## src/rtl/dmem_arbiter.sv

```systemverilog
// dmem_arbiter: round-robin arbiter sharing a single-port data memory between the core (C)
// and the debug/loader port (D). Define DMEM_ARB_LOCK_EN to enable bounded bus locking.
module dmem_arbiter #(
  parameter  int unsigned AW       = 12,
  parameter  int unsigned DW       = 32,
  parameter  int unsigned LOCK_MAX = 4,
  localparam int unsigned BW       = DW / 8
) (
  input  logic          clk,
  input  logic          reset,
  input  logic          c_req,
  input  logic          c_we,
  input  logic          c_lock,
  input  logic [AW-1:0] c_addr,
  input  logic [DW-1:0] c_wdata,
  input  logic [BW-1:0] c_be,
  output logic          c_gnt,
  output logic          c_rvalid,
  output logic [DW-1:0] c_rdata,
  input  logic          d_req,
  input  logic          d_we,
  input  logic          d_lock,
  input  logic [AW-1:0] d_addr,
  input  logic [DW-1:0] d_wdata,
  input  logic [BW-1:0] d_be,
  output logic          d_gnt,
  output logic          d_rvalid,
  output logic [DW-1:0] d_rdata,
  output logic          m_en,
  output logic          m_we,
  output logic [AW-1:0] m_addr,
  output logic [DW-1:0] m_wdata,
  output logic [BW-1:0] m_be,
  input  logic [DW-1:0] m_rdata
);

  typedef enum logic { OWN_C = 1'b0, OWN_D = 1'b1 } owner_e;

  owner_e last_owner_q, last_owner_d;
  owner_e rd_owner_q, rd_owner_d;
  logic   rd_pend_q, rd_pend_d;
  logic   win_vld;
  owner_e win;

`ifdef DMEM_ARB_LOCK_EN
  localparam int unsigned   CW       = $clog2(LOCK_MAX + 1);
  localparam logic [CW-1:0] LOCK_LIM = CW'(LOCK_MAX);

  logic          lock_act_q, lock_act_d;
  owner_e        lock_owner_q, lock_owner_d;
  logic [CW-1:0] lock_cnt_q, lock_cnt_d, lock_cnt_nxt;
  logic          lock_live;
  logic          sel_lock;

  // A held lock only takes effect while its owner keeps asserting x_lock.
  assign lock_live = lock_act_q & ((lock_owner_q == OWN_C) ? c_lock : d_lock);
`else
  logic unused_lock;
  assign unused_lock = c_lock ^ d_lock;
`endif

  always_comb begin
    win_vld = 1'b0;
    win     = OWN_C;
    if (!reset) begin
`ifdef DMEM_ARB_LOCK_EN
      if (lock_live) begin
        win     = lock_owner_q;
        win_vld = (lock_owner_q == OWN_C) ? c_req : d_req;
      end else
`endif
      if (c_req && d_req) begin
        win_vld = 1'b1;
        win     = (last_owner_q == OWN_D) ? OWN_C : OWN_D;
      end else if (c_req) begin
        win_vld = 1'b1;
        win     = OWN_C;
      end else if (d_req) begin
        win_vld = 1'b1;
        win     = OWN_D;
      end
    end
  end

  always_comb begin
    m_en    = 1'b0;
    m_we    = 1'b0;
    m_addr  = '0;
    m_wdata = '0;
    m_be    = '0;
    if (win_vld) begin
      m_en = 1'b1;
      if (win == OWN_C) begin
        m_we    = c_we;
        m_addr  = c_addr;
        m_wdata = c_wdata;
        m_be    = c_be;
      end else begin
        m_we    = d_we;
        m_addr  = d_addr;
        m_wdata = d_wdata;
        m_be    = d_be;
      end
    end
  end

  assign c_gnt    = win_vld & (win == OWN_C);
  assign d_gnt    = win_vld & (win == OWN_D);
  assign c_rvalid = rd_pend_q & (rd_owner_q == OWN_C);
  assign d_rvalid = rd_pend_q & (rd_owner_q == OWN_D);
  assign c_rdata  = c_rvalid ? m_rdata : '0;
  assign d_rdata  = d_rvalid ? m_rdata : '0;

  always_comb begin
    last_owner_d = last_owner_q;
    rd_pend_d    = 1'b0;
    rd_owner_d   = rd_owner_q;
    if (win_vld) begin
      last_owner_d = win;
      if (!m_we) begin
        rd_pend_d  = 1'b1;
        rd_owner_d = win;
      end
    end
  end

  always_ff @(posedge clk or posedge reset) begin
    if (reset) begin
      last_owner_q <= OWN_D;
      rd_pend_q    <= 1'b0;
      rd_owner_q   <= OWN_C;
    end else begin
      last_owner_q <= last_owner_d;
      rd_pend_q    <= rd_pend_d;
      rd_owner_q   <= rd_owner_d;
    end
  end

`ifdef DMEM_ARB_LOCK_EN
  // The grant that reaches LOCK_MAX is the last locked one; the lock is then dropped.
  always_comb begin
    lock_act_d   = lock_act_q;
    lock_owner_d = lock_owner_q;
    lock_cnt_d   = lock_cnt_q;
    lock_cnt_nxt = (lock_live && (win == lock_owner_q)) ? lock_cnt_q + 1'b1 : CW'(1);
    sel_lock     = (win == OWN_C) ? c_lock : d_lock;
    if (win_vld) begin
      if (sel_lock && (lock_cnt_nxt < LOCK_LIM)) begin
        lock_act_d   = 1'b1;
        lock_owner_d = win;
        lock_cnt_d   = lock_cnt_nxt;
      end else begin
        lock_act_d = 1'b0;
        lock_cnt_d = '0;
      end
    end else if (!lock_live) begin
      lock_act_d = 1'b0;
      lock_cnt_d = '0;
    end
  end

  always_ff @(posedge clk or posedge reset) begin
    if (reset) begin
      lock_act_q   <= 1'b0;
      lock_owner_q <= OWN_C;
      lock_cnt_q   <= '0;
    end else begin
      lock_act_q   <= lock_act_d;
      lock_owner_q <= lock_owner_d;
      lock_cnt_q   <= lock_cnt_d;
    end
  end
`endif

endmodule

```

## config.mk

```make
export PLATFORM = sky130hd
export DESIGN_NAME = dmem_arbiter
export DESIGN_NICKNAME = d
export VERILOG_FILES = /design/src/rtl/dmem_arbiter.sv
export SDC_FILE = /design/constraint.sdc
export NUM_CORES = 1
export LEC_CHECK = 0
export ABC_AREA = 1
export CORE_AREA = 2 2 98 100
export CTS_CLUSTER_SIZE = 20
export DETAILED_ROUTE_END_ITERATION = 6
export DIE_AREA = 0 0 100 102
export PLACE_DENSITY = 0.74
export SYNTH_ARGS = -nofsm -noshare
export SYNTH_HDL_FRONTEND = slang
export SYNTH_SLANG_ARGS = --single-unit
```

## constraint.sdc

```tcl
create_clock -name clk -period 1.6 [get_ports clk]
set_input_delay 0.32 -clock clk [delete_from_list [all_inputs] [get_ports clk]]
set_output_delay 0.32 -clock clk [all_outputs]
set_load 0.1 [all_outputs]
```

== After elaboration in Yosys (flattened, before gate mapping) ==
Cells that the tools add are included.

* Muxes and demuxes: 21
* Bitwise logic cells: 7
* Reduce and logical (&&, ||, !) cells: 2

{| class="wikitable"
|+ Operator list
! cell !! count
|-
| $mux W32 || 4
|-
| $mux W12 || 2
|-
| $mux W1 || 13
|-
| $mux W4 || 2
|-
| $and A1 B1 Y1 || 4
|-
| $not A1 Y1 || 3
|-
| $reduce_and A2 Y1 || 1
|-
| $logic_and A1 B1 Y1 || 1
|}

* Register bits after elaboration: 3
* Bits of input ports: 136

== Longest topological paths before layout ==
* Depth in word-level cells: 8
* Depth in mapped cells: 6
* Depth with buffers taken out: 6

== Worst setup path after synthesis ==
OpenSTA, ideal clock, no wires.

* Kind: register to output
* Start: reg rd_owner_q
* End: out c_rdata[10]
* Arrival time: 3.447 ns
* Path slack: -2.167 ns
* Cell stages (with the launch flop): 5
* Path buffers: 1
* Path through: dfrtp_1 nor2_1 inv_1 buf_2 nor2_1

* Longest elaborated chain between the ends: 3

{| class="wikitable"
|+ Ends and longest elaborated chain
! what !! line !! source
|-
| start, declared || 40 || <nowiki>owner_e rd_owner_q, rd_owner_d;</nowiki>
|-
| start signal, assigned || 135 || <nowiki>rd_owner_q <= rd_owner_d;</nowiki>
|-
| $not A1 Y1 || 109 || <nowiki>assign c_rvalid = rd_pend_q & (rd_owner_q == OWN_C);</nowiki>
|-
| $and A1 B1 Y1 || 109 ||
|-
| net c_rvalid || 18 || <nowiki>output logic c_rvalid,</nowiki>
|-
| $mux W32 || 111 || <nowiki>assign c_rdata = c_rvalid ? m_rdata : '0;</nowiki>
|-
| end, declared || 19 || <nowiki>output logic [DW-1:0] c_rdata,</nowiki>
|}

The timed path passes the listed nets, and every way through them passes these cells.

== Worst setup path in the final report ==
* Start: reg last_owner_q
* End: out m_wdata[22]

* Longest elaborated chain between the ends: 5

{| class="wikitable"
|+ Ends and longest elaborated chain
! what !! line !! source
|-
| start, declared || 39 || <nowiki>owner_e last_owner_q, last_owner_d;</nowiki>
|-
| start signal, assigned || 133 || <nowiki>last_owner_q <= last_owner_d;</nowiki>
|-
| $mux W1 || 74 || <nowiki>win = (last_owner_q == OWN_D) ? OWN_C : OWN_D;</nowiki>
|-
| $mux W1 || 72 || <nowiki>if (c_req && d_req) begin</nowiki>
|-
| $mux W1 || 65 || <nowiki>if (!reset) begin</nowiki>
|-
| $mux W32 || 93 || <nowiki>if (win == OWN_C) begin</nowiki>
|-
| $mux W32 || 91 || <nowiki>if (win_vld) begin</nowiki>
|-
| end, declared || 32 || <nowiki>output logic [DW-1:0] m_wdata,</nowiki>
|}

Every way passes these cells.

==> metrics.md <==
| Metric | Value |
|---|---|
| Clock Path Buffers | 2 |
| DR DRC count | 0 |
| Clock Latency Late Sink | 0.21 ns |
| DP Area | 6280 um2 |
| R2R Setup Slk | 0.22 ns |
| Syn_nets | 423 |
| Failing checks | setup timing |
| Worst EP arrival | 1.68 ns |
| Seq/Total Area, Yosys | 0.0606 |
| Final Util | 0.835 |
| CP required | 1.28 ns |
| Setup Viol. Count Final | 116 |
| Leakage | 0.00285 uW |
| Nets@finish | 709 |
| Syn avg cell area | 4.39 um2 |
| Share of the synthesized area in the top cell type | 0.483 |
| Worst Tran Pin Value | 0.240 ns |
| Commonest non-fill, non-tap cell in the layout | nor2_4 |
| Post-DP HPWL | 8740 um |
| Initial Utilization | 0.138 |
| Top cells by area, synth | nor2_1, o21ai_0, inv_1 |
| CTS HTree Levels | 1 |
| WHS | 0.270 ns |
| Clock root cell | clkbuf_8 |
| Die width | 100 um |
| Synth unique cells | 17 |
| Core Region | 9110 um2 |
| CP startpoint kind | register |
| Most frequent cells in the layout | nor2_4, buf_12, clkdlybuf4s50_1 |
| Tmin final | 2.00 ns |
| Initial antenna violation count | 1 |
| DR vias/cell | 4.56 |
| Vias in the first global route | 3,615 |
| Fmax | 500 MHz |
| Leading area contributor after synthesis | nor2_1 |
| Post-route cell area | 7610 um2 |
| Die area | 10,200 um2 |
| Clock transition at path regs | 0.03 ns |
| Antenna-violating nets left | 0 |
| Max-cap viol count | 0 |
| Relative slew slack | 0.839 |
| Num CTS Buffers | 3 |
| Post-synthesis cell count | 287 |
| Uppermost layer routed | met4 |
| Wl on met1 | 4310 um |
| First-pass GRT wire length | 19,800 um |
| Met3 wire len | 1150 um |
| Initial DRC Count | 48 |
| Crit path capture type | output pin |
| Critical path class | reg -> out |
| Period utilisation layout | 1.25 |
| Top Ports | 254 |
| RSZ-0062 raised after global routing | yes |
| Share of layout cells above drive strength 1 | 0.685 |
| Overflow after GRT | 0 |
| Fin. Hold Viols | 0 |
| Sink Count | 3 |
| Post-Route WL | 14,100 um |
| Hold buffer count at CTS | 0 |
| CTS tree | built |
| Rows | 35 |
| Maximum vdd drop | 0.000346 V |
| Hold Path Class | in -> async |
| Max-slew violation total from the final report | 0 |
| Area Growth Syn to Fin | 504% |
| Largest net degree at the start of global routing | 20 |
| Met2 wire len | 8240 um |
| Die Y | 102 um |
| Outcome | finished, violations left |
| Routed len/inst | 20.6 um |
| Global-route usage over all layers | 0.254 |
| Mapped cell area | 1260 um2 |
| Vias | 3,117 |
| Flops & latches, synth | 3 |
| IO Port Bufs | 251 |
| Post-route setup slack | -0.402 ns |
| Final Skew | 0.00127 ns |
| Gp weighted congestion | 0.865 |
| Cell Pwr Density | 507 nW/um2 |
| DR pass1 iterations | 4 |
| Synth Warn # | 0 |
| Worst-path maximum fanout | 5 |
==> synthesized netlist by cell type <==
cell,instances
a21oi_2,1
buf_2,17
clkbuf_1,3
clkbuf_2,1
dfrtp_1,2
dfstp_2,1
inv_1,37
inv_2,2
nand2_1,7
nand3_1,1
nand3_4,1
nand4_1,1
nor2_1,162
nor2_2,1
nor2_4,1
o21ai_0,48
or2_1,1
==> critical path, stage by stage (launching register included) <==
cell     delay, ns
dfstp_2       0.55
nand2_4       0.06
nand3_4       0.12
buf_12        0.14
buf_12        0.13
buf_12        0.11
o21ai_4       0.06
nor2_4        0.11
buf_12        0.18
==> stage by stage <==
stage	worst slack, ns	std cells	TNS, ns	total power [uW]
after CTS	-0.390	678	-20.59	3720
after detailed placement	-0.588	645	-26.50	3100
after floorplan	-0.481	287	-28.54	1930
final	-0.402	684	-22.21	3860
after global placement	-0.532	645	-24.90	3060
after global routing	-0.449	684	-27.62	3970
==> flip-flops by register name (all words and copies together) (netlist names) <==
name          cells
last_owner_q      1
rd_pend_q         1
rd_owner_q        1
==> power by group <==
group / total, uW / leakage [uW] / switching (uW) / internal, uW
clock network: 215 / 0.0000228 / 45.3 / 170
logic: 3540 / 0.00280 / 2100 / 1440
registers: 101 / 0.0000348 / 11.7 / 89.3
==> final cells by class <==
cell class	count	area, um2
Antenna cell	1	2.50
Clock buffer	4	45.0
Fill cell	415	1500
Inverter	39	169
Multi-Input combinational cell	224	2510
Sequential cell	3	77.6
Tap cell	111	139
Timing Repair Buffer	302	4670
==> final timing paths <==
path | startpoint | endpoint | cells past startpoint
max | last_owner_q | m_wdata[22] | 8
min | reset | rd_pend_q | 3
max reg2reg | last_owner_q | rd_owner_q | 7
min reg2reg | last_owner_q | last_owner_q | 2
max in group asynchronous | reset | last_owner_q | 3
min in group clk | last_owner_q | last_owner_q | 2
==> metal layers <==
layer / track usage / vias up
li1: - / 1436
met1: 0.233 / 1474
met2: 0.520 / 184
met3: 0.0848 / 23
met4: 0.0875 / 0
met5: 0 / -
==> cells by family after synthesis <==
kind of cell | Yosys count | synth area share
buf+inv | 60 | 0.197
compound gates | 49 | 0.198
simple gates | 175 | 0.545
flops | 3 | 0.0606
==> repair_timing <==
item,CTS,global route
endpoints found under the hold margin,0,0
gates resized for setup,148,57
pin swaps,25,18
cloned,15,6
buffers inserted,17,4
endpoints found under the setup margin,108,117
No activity file was read; power rests on OpenSTA's default activity.
